==> config.mk <==
export PLATFORM = sky130hd
export DESIGN_NAME = spi_cmd_decoder
export DESIGN_NICKNAME = d
export VERILOG_FILES = /design/src/rtl/spi_cmd_decoder.sv
export SDC_FILE = /design/constraint.sdc
export NUM_CORES = 1
export LEC_CHECK = 0
export ABC_CLOCK_PERIOD_IN_PS = 2700
export CORE_UTILIZATION = 50
export CTS_CLUSTER_SIZE = 24
export DETAILED_ROUTE_END_ITERATION = 7
export PLACE_DENSITY = 0.76
export SLEW_MARGIN = 25
export SYNTH_ARGS = -nofsm -noshare
export SYNTH_HDL_FRONTEND = slang
export SYNTH_SLANG_ARGS = --single-unit
export TNS_END_PERCENT = 1
==> constraint.sdc <==
create_clock -name clk -period 2.7 [get_ports clk]
set_input_delay 0.81 -clock clk [delete_from_list [all_inputs] [get_ports clk]]
set_output_delay 0.81 -clock clk [all_outputs]
set_load 0.02 [all_outputs]
==> src/rtl/spi_cmd_decoder.sv <==
// spi_cmd_decoder: register read/write protocol over bytes from the SPI receiver.
// Optional idle-frame timeout is built only when SPI_CMD_TIMEOUT_EN is defined.
module spi_cmd_decoder #(
    parameter int NUM_REGS       = 8,
    parameter int TIMEOUT_CYCLES = 16000
) (
    input  logic                  clk,
    input  logic                  rst,
    input  logic [7:0]            rx_byte,
    input  logic                  rx_valid,
    input  logic                  frame_rst,
    output logic [7:0]            tx_byte,
    output logic [8*NUM_REGS-1:0] regs_flat,
    output logic                  wr_strobe,
    output logic [6:0]            wr_addr,
    output logic                  frame_active
);
    localparam int         AW         = (NUM_REGS > 1) ? $clog2(NUM_REGS) : 1;
    localparam logic [7:0] IDLE_BYTE  = 8'hA5;
    localparam logic [7:0] NUM_REGS_B = 8'(NUM_REGS);

    typedef enum logic [1:0] {
        ST_IDLE  = 2'd0,
        ST_WRITE = 2'd1,
        ST_READ  = 2'd2
    } state_e;

    state_e      state_q, state_d;
    logic [6:0]  ptr_q, ptr_d;
    logic [7:0]  tx_q, tx_d;
    logic [7:0]  regs_q [NUM_REGS];
    logic        wr_strobe_q;
    logic [6:0]  wr_addr_q, wr_addr_d;
    logic        frame_active_q;
    logic        wr_en_s;
    logic        timeout_s;
    logic        abort_s;
    logic        ptr_in_range_s;
    logic        cmd_in_range_s;
    logic [7:0]  ptr_rd_s;
    logic [7:0]  cmd_rd_s;

    if (NUM_REGS < 1 || NUM_REGS > 128 || TIMEOUT_CYCLES < 1) begin : g_param_err
        $error("spi_cmd_decoder: NUM_REGS must be 1..128 and TIMEOUT_CYCLES >= 1");
    end

    function automatic logic addr_in_range(input logic [6:0] addr);
        return ({1'b0, addr} < NUM_REGS_B);
    endfunction

`ifdef SPI_CMD_TIMEOUT_EN
    localparam int          CW        = $clog2(TIMEOUT_CYCLES + 1);
    localparam logic [CW-1:0] TMO_LIMIT = CW'(TIMEOUT_CYCLES);
    localparam logic [CW-1:0] TMO_ONE   = CW'(1'b1);
    localparam logic [CW-1:0] TMO_ZERO  = CW'(1'b0);

    logic [CW-1:0] tmo_cnt_q, tmo_cnt_d;

    // Idle-cycle counter: runs only while a frame is open and no byte arrives.
    always_comb begin
        tmo_cnt_d = tmo_cnt_q;
        if ((state_q == ST_IDLE) || rx_valid) begin
            tmo_cnt_d = TMO_ZERO;
        end else begin
            tmo_cnt_d = tmo_cnt_q + TMO_ONE;
        end
    end

    // Timeout counter register.
    always_ff @(posedge clk or negedge rst) begin
        if (!rst) begin
            tmo_cnt_q <= TMO_ZERO;
        end else begin
            tmo_cnt_q <= tmo_cnt_d;
        end
    end

    assign timeout_s = (state_q != ST_IDLE) && (tmo_cnt_q == TMO_LIMIT);
`else
    assign timeout_s = 1'b0;
`endif

    // A byte arriving in the expiry cycle keeps the frame alive.
    assign abort_s        = frame_rst | (timeout_s & ~rx_valid);
    assign ptr_in_range_s = addr_in_range(ptr_q);
    assign cmd_in_range_s = addr_in_range(rx_byte[6:0]);
    assign ptr_rd_s       = ptr_in_range_s ? regs_q[ptr_q[AW-1:0]] : 8'h00;
    assign cmd_rd_s       = cmd_in_range_s ? regs_q[rx_byte[AW-1:0]] : 8'h00;

    // Next-state and datapath decode for one received byte.
    always_comb begin
        state_d   = state_q;
        ptr_d     = ptr_q;
        tx_d      = tx_q;
        wr_addr_d = wr_addr_q;
        wr_en_s   = 1'b0;
        if (abort_s) begin
            state_d = ST_IDLE;
            tx_d    = IDLE_BYTE;
        end else if (rx_valid) begin
            case (state_q)
                ST_IDLE: begin
                    if (rx_byte[7]) begin
                        state_d = ST_WRITE;
                        ptr_d   = rx_byte[6:0];
                        tx_d    = IDLE_BYTE;
                    end else begin
                        state_d = ST_READ;
                        ptr_d   = rx_byte[6:0] + 7'd1;
                        tx_d    = cmd_rd_s;
                    end
                end
                ST_WRITE: begin
                    if (ptr_in_range_s) begin
                        wr_en_s   = 1'b1;
                        wr_addr_d = ptr_q;
                    end else begin
                        wr_en_s   = 1'b0;
                    end
                    ptr_d = ptr_q + 7'd1;
                    tx_d  = IDLE_BYTE;
                end
                ST_READ: begin
                    ptr_d = ptr_q + 7'd1;
                    tx_d  = ptr_rd_s;
                end
                default: begin
                    state_d = ST_IDLE;
                    tx_d    = IDLE_BYTE;
                end
            endcase
        end else begin
            state_d = state_q;
        end
    end

    // Control and output registers.
    always_ff @(posedge clk or negedge rst) begin
        if (!rst) begin
            state_q        <= ST_IDLE;
            ptr_q          <= 7'd0;
            tx_q           <= IDLE_BYTE;
            wr_strobe_q    <= 1'b0;
            wr_addr_q      <= 7'd0;
            frame_active_q <= 1'b0;
        end else begin
            state_q        <= state_d;
            ptr_q          <= ptr_d;
            tx_q           <= tx_d;
            wr_strobe_q    <= wr_en_s;
            wr_addr_q      <= wr_addr_d;
            frame_active_q <= (state_d != ST_IDLE);
        end
    end

    // Register bank; write data is the byte being sampled on this edge.
    always_ff @(posedge clk or negedge rst) begin
        if (!rst) begin
            for (int i = 0; i < NUM_REGS; i++) begin
                regs_q[i] <= 8'h00;
            end
        end else if (wr_en_s) begin
            regs_q[ptr_q[AW-1:0]] <= rx_byte;
        end
    end

    for (genvar g = 0; g < NUM_REGS; g++) begin : g_flat
        assign regs_flat[8*g +: 8] = regs_q[g];
    end

    assign tx_byte      = tx_q;
    assign wr_strobe    = wr_strobe_q;
    assign wr_addr      = wr_addr_q;
    assign frame_active = frame_active_q;

endmodule

==> results.json <==
{
  "drt_pass1_iterations": 4,
  "row_count": 36,
  "die_w_um": 102,
  "dieHeight_um": 102,
  "antenna_diode_instance_count": 0,
  "post_cts.repair.setup_buffers": 0,
  "clkSinkCount": 90,
  "finalWirelength_mm": 12.8,
  "grt_remaining_overflow": 0,
  "buffer_ports.inserted": 92,
  "die-area_um2": 10400,
  "max_freq_ghz": 0.419,
  "dr.max_layer_used": "met4",
  "synth_cell_type_count": 63,
  "clk_latency_ns": 0.37,
  "final_cell_mix": "clkdlybuf4s50_1, dfrtp_1, mux2_2, buf_4, mux4_2",
  "critical_register_to_register_path_endpoint": "tx_byte[1]",
  "layout_commonest_cell": "clkdlybuf4s50_1",
  "setup_repair_after_global_routing_missed_its_margin": "no",
  "deepest_level_of_the_cts_h_tree": 3,
  "hold_violations": 0,
  "yosys_most_used_dff": "dfrtp_1",
  "antenna_violating_nets_post_route": 0,
  "fin_crit_sh_pct": 88.4,
  "route.detailed.wl_per_inst_um": 21.1,
  "clock-root-buffer": "clkbuf_8",
  "ctsHoldBuffers": 0,
  "worst_clock_skew_on_the_final_layout_ns": 0.0117,
  "worst_r2r_startpoint": "state_q[0]",
  "antenna_violations_before_repair": 0,
  "powerDensity_nw_per_um2": 486,
  "criticalPathCategory": "input port to flop",
  "detailed_placer_s_ending_hpwl_mm": 9.24,
  "nets": 489,
  "drt-vias-per-instance": 5.89,
  "power.leakage_nw": 2.87,
  "timing.critical_path.from_type": "input port",
  "post-route-drc-count": 0,
  "crit_path_arrival_time_ns": 2.69,
  "tritoncts": "done",
  "critPathMaxFanout": 4,
  "worstHoldPathType": "input port to asynchronous set/reset pin",
  "synth_seq_area_share_pct": 45.3,
  "drtIter0Drc": 147,
  "cp-end-kind": "flop",
  "synth_area_um2": 4990,
  "pin_count_of_the_biggest_net_entering_global_routing": 42,
  "syn-mean-instance-area_um2": 13.6,
  "ir_drop_mv": 0.287,
  "cts.reportedPaths.clkPinSlew_ns": 0.09,
  "cells_after_synthesis": 367,
  "yosysWarnings": 0,
  "holdWs_ns": 0.414,
  "drv_cap": 0,
  "tightestPinTransition_ns": 0.569,
  "top_level_ports": 93,
  "route.vias.total": 3588,
  "reg2reg_setup_slack_ns": 0.39,
  "grt_util_all_layers_pct": 27.0,
  "timing.final.ws_setup_ns": 0.314,
  "maxSlewHeadroom_pct": 62.1,
  "finalMaxSlewViolations": 0,
  "worstRegToRegCells": 6,
  "crit_required_ns": 3.01,
  "numCtsBuffers": 9,
  "finish.instance_area_um2": 6350,
  "grt_pass1_wl_mm": 20.2,
  "fraction_of_layout_instances_using_a_drive_strength_above_1_pct": 36.8,
  "timing.final.crit_period_ns": 2.39,
  "wl_met1_mm": 5.30,
  "finalSetupViolCount": 0,
  "detailroute.wirelength.met2_mm": 6.28,
  "area_growth_pct": 27.3,
  "synth_nets": 385,
  "number_of_global_route_vias_before_repair": 3680,
  "cts_resized": 0,
  "initial_utilization_pct": 51.2,
  "place_worst_setup_slack_ns": -0.0658,
  "core_area_um2": 9730,
  "status": "finished, final reports clean",
  "met3RoutedLength_um": 814,
  "cts-root-to-sink-buffers": 2,
  "dpl_cell_area_um2": 6170,
  "synth-async-reset-ratio_pct": 100,
  "synth_enable_flop_cells": 0,
  "number_of_synthesized_register_bits": 90,
  "gp_congestion": 0.837
}
## flip-flops by register name (all words and copies together), names as in the netlist
| signal | count |
|---|---|
| wr_addr | 7 |
| frame_active | 1 |
| state_q | 2 |
| regs_flat | 64 |
| ptr_q | 7 |
| tx_byte | 8 |
| wr_strobe | 1 |
## through the flow
stage	std cells	util (%)	total power [mW]	TNS [ns]
after floorplan	367	-	1.97	0
after global placement	593	63.4	2.25	-0.0278
after detailed placement	593	63.4	2.26	-0.190
after CTS	609	65.3	3.11	0
after global routing	609	65.3	3.22	0
final	609	65.3	3.09	0
## where the power goes
group	internal [mW]	switching, mW	leakage, nW	total, mW
combinational	0.345	0.334	1.55	0.680
sequential	1.43	0.127	1.22	1.56
clock	0.359	0.491	0.0882	0.850
## worst max-delay path, stage by stage
cell	delay [ns]
clkdlybuf4s50_1	0.42
or4b_2	0.75
nand4bb_1	0.40
nor2_1	0.19
a221o_1	0.12
## cells in the mapped netlist (all sizes together) (3+ instances only)
| library cell | n | area, µm² |
|---|---|---|
| and4b | 3 | 30.0 |
| a31oi | 4 | 25.0 |
| nor2b | 5 | 33.8 |
| a22oi | 4 | 30.0 |
| dfstp | 4 | 105 |
| mux4 | 27 | 608 |
| o21ai | 6 | 30.0 |
| clkbuf | 12 | 45.0 |
| a221o | 4 | 40.0 |
| xor2 | 3 | 26.3 |
| nand3b | 3 | 47.6 |
| and3 | 5 | 38.8 |
| buf | 19 | 130 |
| a2bb2oi | 3 | 26.3 |
| nand2b | 3 | 18.8 |
| nand2 | 14 | 55.1 |
| dfrtp | 86 | 2150 |
| mux2 | 71 | 860 |
| ha | 6 | 75.1 |
| nor3 | 6 | 30.0 |
| nor2 | 11 | 41.3 |
| inv | 4 | 15.0 |
| nand3 | 5 | 30.0 |
| a21oi | 12 | 60.1 |
| mux2i | 15 | 150 |
| and2 | 5 | 36.3 |
## kinds of logic after synthesis
| kind of cell | after synthesis | synth area share [%] |
|---|---|---|
| fa+ha+maj | 6 | 1.51 |
| flops | 90 | 45.3 |
| buf+inv | 35 | 3.81 |
| simple gates | 75 | 10.1 |
| mux | 113 | 32.4 |
| compound gates | 43 | 5.95 |
| xor+xnor | 5 | 0.878 |
## routing by layer
layer / track usage [%] / vias up
met2: 43.1 / 142
met4: 15.4 / 0
met5: 0 / -
met1: 36.0 / 1821
li1: - / 1591
met3: 3.15 / 34
## cell type report
class                      count  area [µm²]
clock buffer                  10         138
clock inverter                 6        42.5
fill                         784        3380
inverter                       4        15.0
multi-input combinational    242        2540
sequential                    90        2260
tap                          133         166
timing repair buffer         124        1190
## how the worst max path moves through the flow
stage | slack (ns) | start | cells past startpoint | endpoint
final | 0.31 | rx_byte[4] | 5 | tx_byte[1]
after detailed placement | -0.07 | rx_byte[4] | 5 | tx_byte[1]
after global placement | -0.01 | rx_byte[4] | 5 | tx_byte[6]
after global routing | 0.23 | rx_byte[4] | 5 | tx_byte[6]
after CTS | 0.34 | tx_byte[5] | 1 | tx_byte[5]
after floorplan | 0.49 | rx_byte[0] | 6 | tx_byte[3]
Note: power is estimated with default switching activity, not from simulation.
==> variant 1 (same settings) <==
Build with the macro `SPI_CMD_TIMEOUT_EN` defined.
--- a/src/rtl/spi_cmd_decoder.sv
+++ b/src/rtl/spi_cmd_decoder.sv
@@ -1,5 +1,7 @@
 // spi_cmd_decoder: register read/write protocol over bytes from the SPI receiver.
 // Optional idle-frame timeout is built only when SPI_CMD_TIMEOUT_EN is defined.
+`define SPI_CMD_TIMEOUT_EN
+
 module spi_cmd_decoder #(
     parameter int NUM_REGS       = 8,
     parameter int TIMEOUT_CYCLES = 16000
Check against the original RTL: same outputs for any inputs over 4 cycles, from zero or initial values and one cycle with rst low; that may be too few to reach the edited logic, so the function may still have changed.
==> variant 1 against the unedited design <==
Cell area up 12%; synthesized area up 12%; final cell count up 17%; critical endpoint is now regs_flat[31]; combinational power down 15%; setup slack better by 9.2 ps; power up 6.8%; clock skew up 7.9 ps; sequential cell count up 14; critical path depth up 3; wire length up 15%; die area up 12%.
==> variant 1: results (changes against the unedited design) <==
* Outcome: finished clean
* Non-clk bufs at 137 (+10%)
* Vias in the first global route at 4426 (+20%)
* WL/cell at 20.61 µm (-2.1%)
* Data buffer area share at 18.24% (-0.53 points)
* Layout filler cell count at 833 (+6.3%)
* Max Clock Skew at 19.57 ps (+7.893 ps)
* Pwr Density at 464.3 nW/µm² (-4.5%)
* Clk sinks at 104 (+16%)
* R2r setup slk at 560 ps (+170 ps)
* Drt initial violations at 265 (+80%)
* Clock buffers at 10 (unchanged)
* Max reg flops at 64 (unchanged)
* Reg-to-Reg Start: ptr_q[6]
* Synth cell count leaders: 100 x dfrtp_1, 62 x mux2_2, 33 x nand2_1, 26 x mux4_2
* Row count at 38 (+5.6%)
* Yosys cell types at 54 (-14%)
* Leak pwr at 3.131 nW (+9.2%)
* Synth area leaders: dfrtp_1 45%, mux2_2 13%, mux4_2 10%
* DP Wirelength at 10.59 mm (+15%)
* Adder-cell area share of the yosys netlist at 1.795% (+0.29 points)
* Fraction of area in multi-input gates at 39.52% (-0.46 points)
* XOR/XNOR Fraction of Synth Area at 2.198% (+1.3 points)
* Terminus of the critical flop-to-flop path: regs_flat[31]
* Clock root buffer: clkbuf_8
* Largest net degree at the start of global routing at 59 (+40%)
* Sequential cell area share at 36.81% (+1.3 points)
* FF-to-FF path depth at 7 (+1)
* Final #Nets at 591 (+21%)
* Max-slew headroom at 39.31% (-23 points)
* Mean post-synth cell area at 12.42 µm² (-8.6%)
* Synth Area in Compound Gates at 6.842% (+0.89 points)
* Post-synthesis mux area share at 27.14% (-5.3 points)
* Comb_multi_in at 310 (+28%)
* Final-layout clock-cell area share at 2.487% (-0.35 points)
* Share of cells above drive strength 1 at 29.74% (-7.0 points)
* Post-cts sizing count at 0 (unchanged)
* Peak VDD IR at 290.1 µV (+1.2%)
* Gpl congestion at 0.8397 (+0.36%)
* Signal inverters at 9 (+5)
* Synthesized Nets at 469 (+22%)
* Crit-path max FO at 7 (+3)
* Area after DPL at 6915 µm² (+12%)
* DR vias at 4222 (+18%)
* Gr usage total at 27.42% (+0.45 points)
* Routed vias/inst at 5.905 (+0.23%)
* N_diodes at 0 (unchanged)
* Critical Path AT at 2630 ps (-60 ps)
* Hold slack at 346.4 ps (-67.93 ps)
* Inst Count DP at 700 (+18%)
* Final setup vio count at 0 (unchanged)
* Dpl ws at -41.58 ps (+24.20 ps)
[variant 1: routing by layer]
layer	GRT usage (%)	wire [µm]
met1	35.93	6236
met4	9.883	382
met5	0	0
met2	46.06	7490
met3	4.358	628
[variant 1: worst max path at each step]
stage | end | from | slack (ps) | cells after the start
CTS | tx_byte[5] | tx_byte[5] | 320 | 1
detailed placement | regs_flat[47] | frame_rst | -40 | 8
finish | regs_flat[31] | frame_rst | 320 | 8
global route | regs_flat[31] | frame_rst | 240 | 8
floorplan | tx_byte[3] | rx_byte[0] | 450 | 6
global placement | regs_flat[31] | frame_rst | -10 | 8
[variant 1: critical path: stages]
cell and delay [ps]:
clkdlybuf4s50_1 420, and2b_1 270, nand3_4 190, clkinv_1 180, nand4b_2 340, buf_4 290
nand2_1 50, o21ai_0 70
[variant 1: power breakdown]
group | total (W) | switching, W | internal, W
clock | 0.000921 | 0.000558 | 0.000363
sequential | 0.00179 | 0.000172 | 0.00162
combinational | 0.000580 | 0.000288 | 0.000292
==> variant 2 (config.mk and constraints unchanged) <==
Made on the original files. The 3 states of `state_e` get a one-hot encoding in 3 bits.
--- a/src/rtl/spi_cmd_decoder.sv
+++ b/src/rtl/spi_cmd_decoder.sv
@@ -19,10 +19,10 @@
     localparam logic [7:0] IDLE_BYTE  = 8'hA5;
     localparam logic [7:0] NUM_REGS_B = 8'(NUM_REGS);
 
-    typedef enum logic [1:0] {
-        ST_IDLE  = 2'd0,
-        ST_WRITE = 2'd1,
-        ST_READ  = 2'd2
+    typedef enum logic [2:0] {
+        ST_IDLE  = 3'b001,
+        ST_WRITE = 3'b010,
+        ST_READ  = 3'b100
     } state_e;
 
     state_e      state_q, state_d;
Formal check against the unedited RTL: same outputs for any inputs over 4 cycles, from zero or initial values and one cycle with rst low; so few cycles prove little.
==> variant 2 against the unedited design <==
Cell area grew 1.1%; wire length grew 5.1%; fmax grew 1.3%; synthesized area is 0.28% lower; core utilization rose by 1.1 points; power is essentially flat; critical path depth up 1; first-iteration DRC count grew 49%; setup slack better by 30 ps; largest cell class unchanged; sequential cell count increased by 1.
==> variant 2: results (changes against the unedited design) <==
* Outcome: finished clean
* Die Span X at 101.7 µm (-0.14%)
* First-pass GRT wire length at 21.25 mm (+5.1%)
* DP Wirelength at 9.660 mm (+4.5%)
* Critical Path AT at 2600 ps (-90 ps)
* Dpl ws at -15.65 ps (+50.13 ps)
* Leak pwr at 2.879 nW (+0.46%)
* Vias in the first global route at 3901 (+6.0%)
* FF-to-FF path depth at 4 (-2)
* Routed vias/inst at 5.994 (+1.7%)
* Synth cell count leaders: 86 x dfrtp_1, 61 x mux2_2, 27 x mux2i_1, 24 x mux4_2
* Gpl congestion at 0.8377 (+0.12%)
* Combinational cell fraction of total power at 17.4% (-4.6 points)
* Pwr Density at 480.2 nW/µm² (-1.2%)
* Max Clock Skew at 12.33 ps (+0.6497 ps)
* Terminus of the critical flop-to-flop path: regs_flat[2]
* Inst Count DP at 617 (+4.0%)
* TritonRoute pass-1 iters at 5 (+1)
* Core ar. at 9684 µm² (-0.46%)
* Mean post-synth cell area at 12.75 µm² (-6.2%)
* Synthesized Nets at 404 (+4.9%)
* Largest net degree at the start of global routing at 47 (+12%)
* Fin cells at 633 (+3.9%)
* Synth area leaders: dfrtp_1 43%, mux2_2 14%, mux4_2 11%
* Clk_lat worst skew at 350 ps (-20 ps)
* Drt total wl at 13.47 mm (+5.1%)
* Clk pwr share at 32.6% (+5.0 points)
* Drt initial violations at 219 (+49%)
* Gr usage total at 27.63% (+0.67 points)
* Max-slew headroom at 43.64% (-18 points)
* Share of cells above drive strength 1 at 32.80% (-4.0 points)
* Crit-path max FO at 8 (+4)
* Register area share after synthesis at 45.92% (+0.65 points)
* Reg-to-Reg Start: state_q[2]
* Hold slack at 446.4 ps (+32.12 ps)
* Max incr delay on CP at 560 ps (-190 ps)
* CP max stage cell: or3_1
* Area after DPL at 6200 µm² (+0.51%)
[variant 2: cell types whose count changed after synthesis, sizes merged, moves of 4 or more]
cell and change:
a22oi +5, buf -5, clkbuf +6, ha -4, mux2i +12, nand2 +4
nor2 +4, o21ai +5, or3 +5
[variant 2: area by class of cell]
cell class,instances,area (µm²)
Clock buffer,12,165.2
Tap cell,133,166.4
Timing Repair Buffer,126,1206
Fill cell,751,3263
Sequential cell,91,2283
Clock inverter,4,56.30
Inverter,4,15.01
Multi-Input combinational cell,263,2529
[variant 2: per-layer routing]
layer  up-vias  GRT usage, %  share of wire (%)
li1       1661             -                  -
met3        26         3.865                5.5
met1      1928         38.14                 42
met4         0         10.48                2.0
met5         -             0                  0
met2       179         44.54                 50
[variant 2: cell families (layout without fill, tap and decap cells)]
family | Yosys count | after routing | share of synthesized area [%]
multiplexers | 120 | 120 | 32.54
AND/OR/NAND/NOR | 82 | 82 | 9.436
flip-flops | 91 | 91 | 45.92
buffers and inverters | 36 | 146 | 3.221
XOR/XNOR | 8 | 8 | 1.409
AO/OA/AOI/OAI | 51 | 51 | 6.970
adder cells (fa/ha/maj) | 2 | 2 | 0.5032
[variant 2: critical path, delay by kind of cell]
kind                   cells  cell delay (ps)
muxes                      1              340
buffers and inverters      2              610
and+or+nand+nor            3              830
[variant 2: worst max-delay path by stage]
| stage | slack, ps | endpoint | depth (start not counted) |
|---|---|---|---|
| 2_1_floorplan | 410 | regs_flat[48] | 7 |
| 3_3_place_gp | 30 | regs_flat[6] | 6 |
| 3_5_place_dp | -20 | regs_flat[2] | 6 |
| 4_1_cts | 360 | regs_flat[35] | 6 |
| 5_1_grt | 260 | regs_flat[35] | 6 |
| 6_report | 340 | regs_flat[2] | 6 |
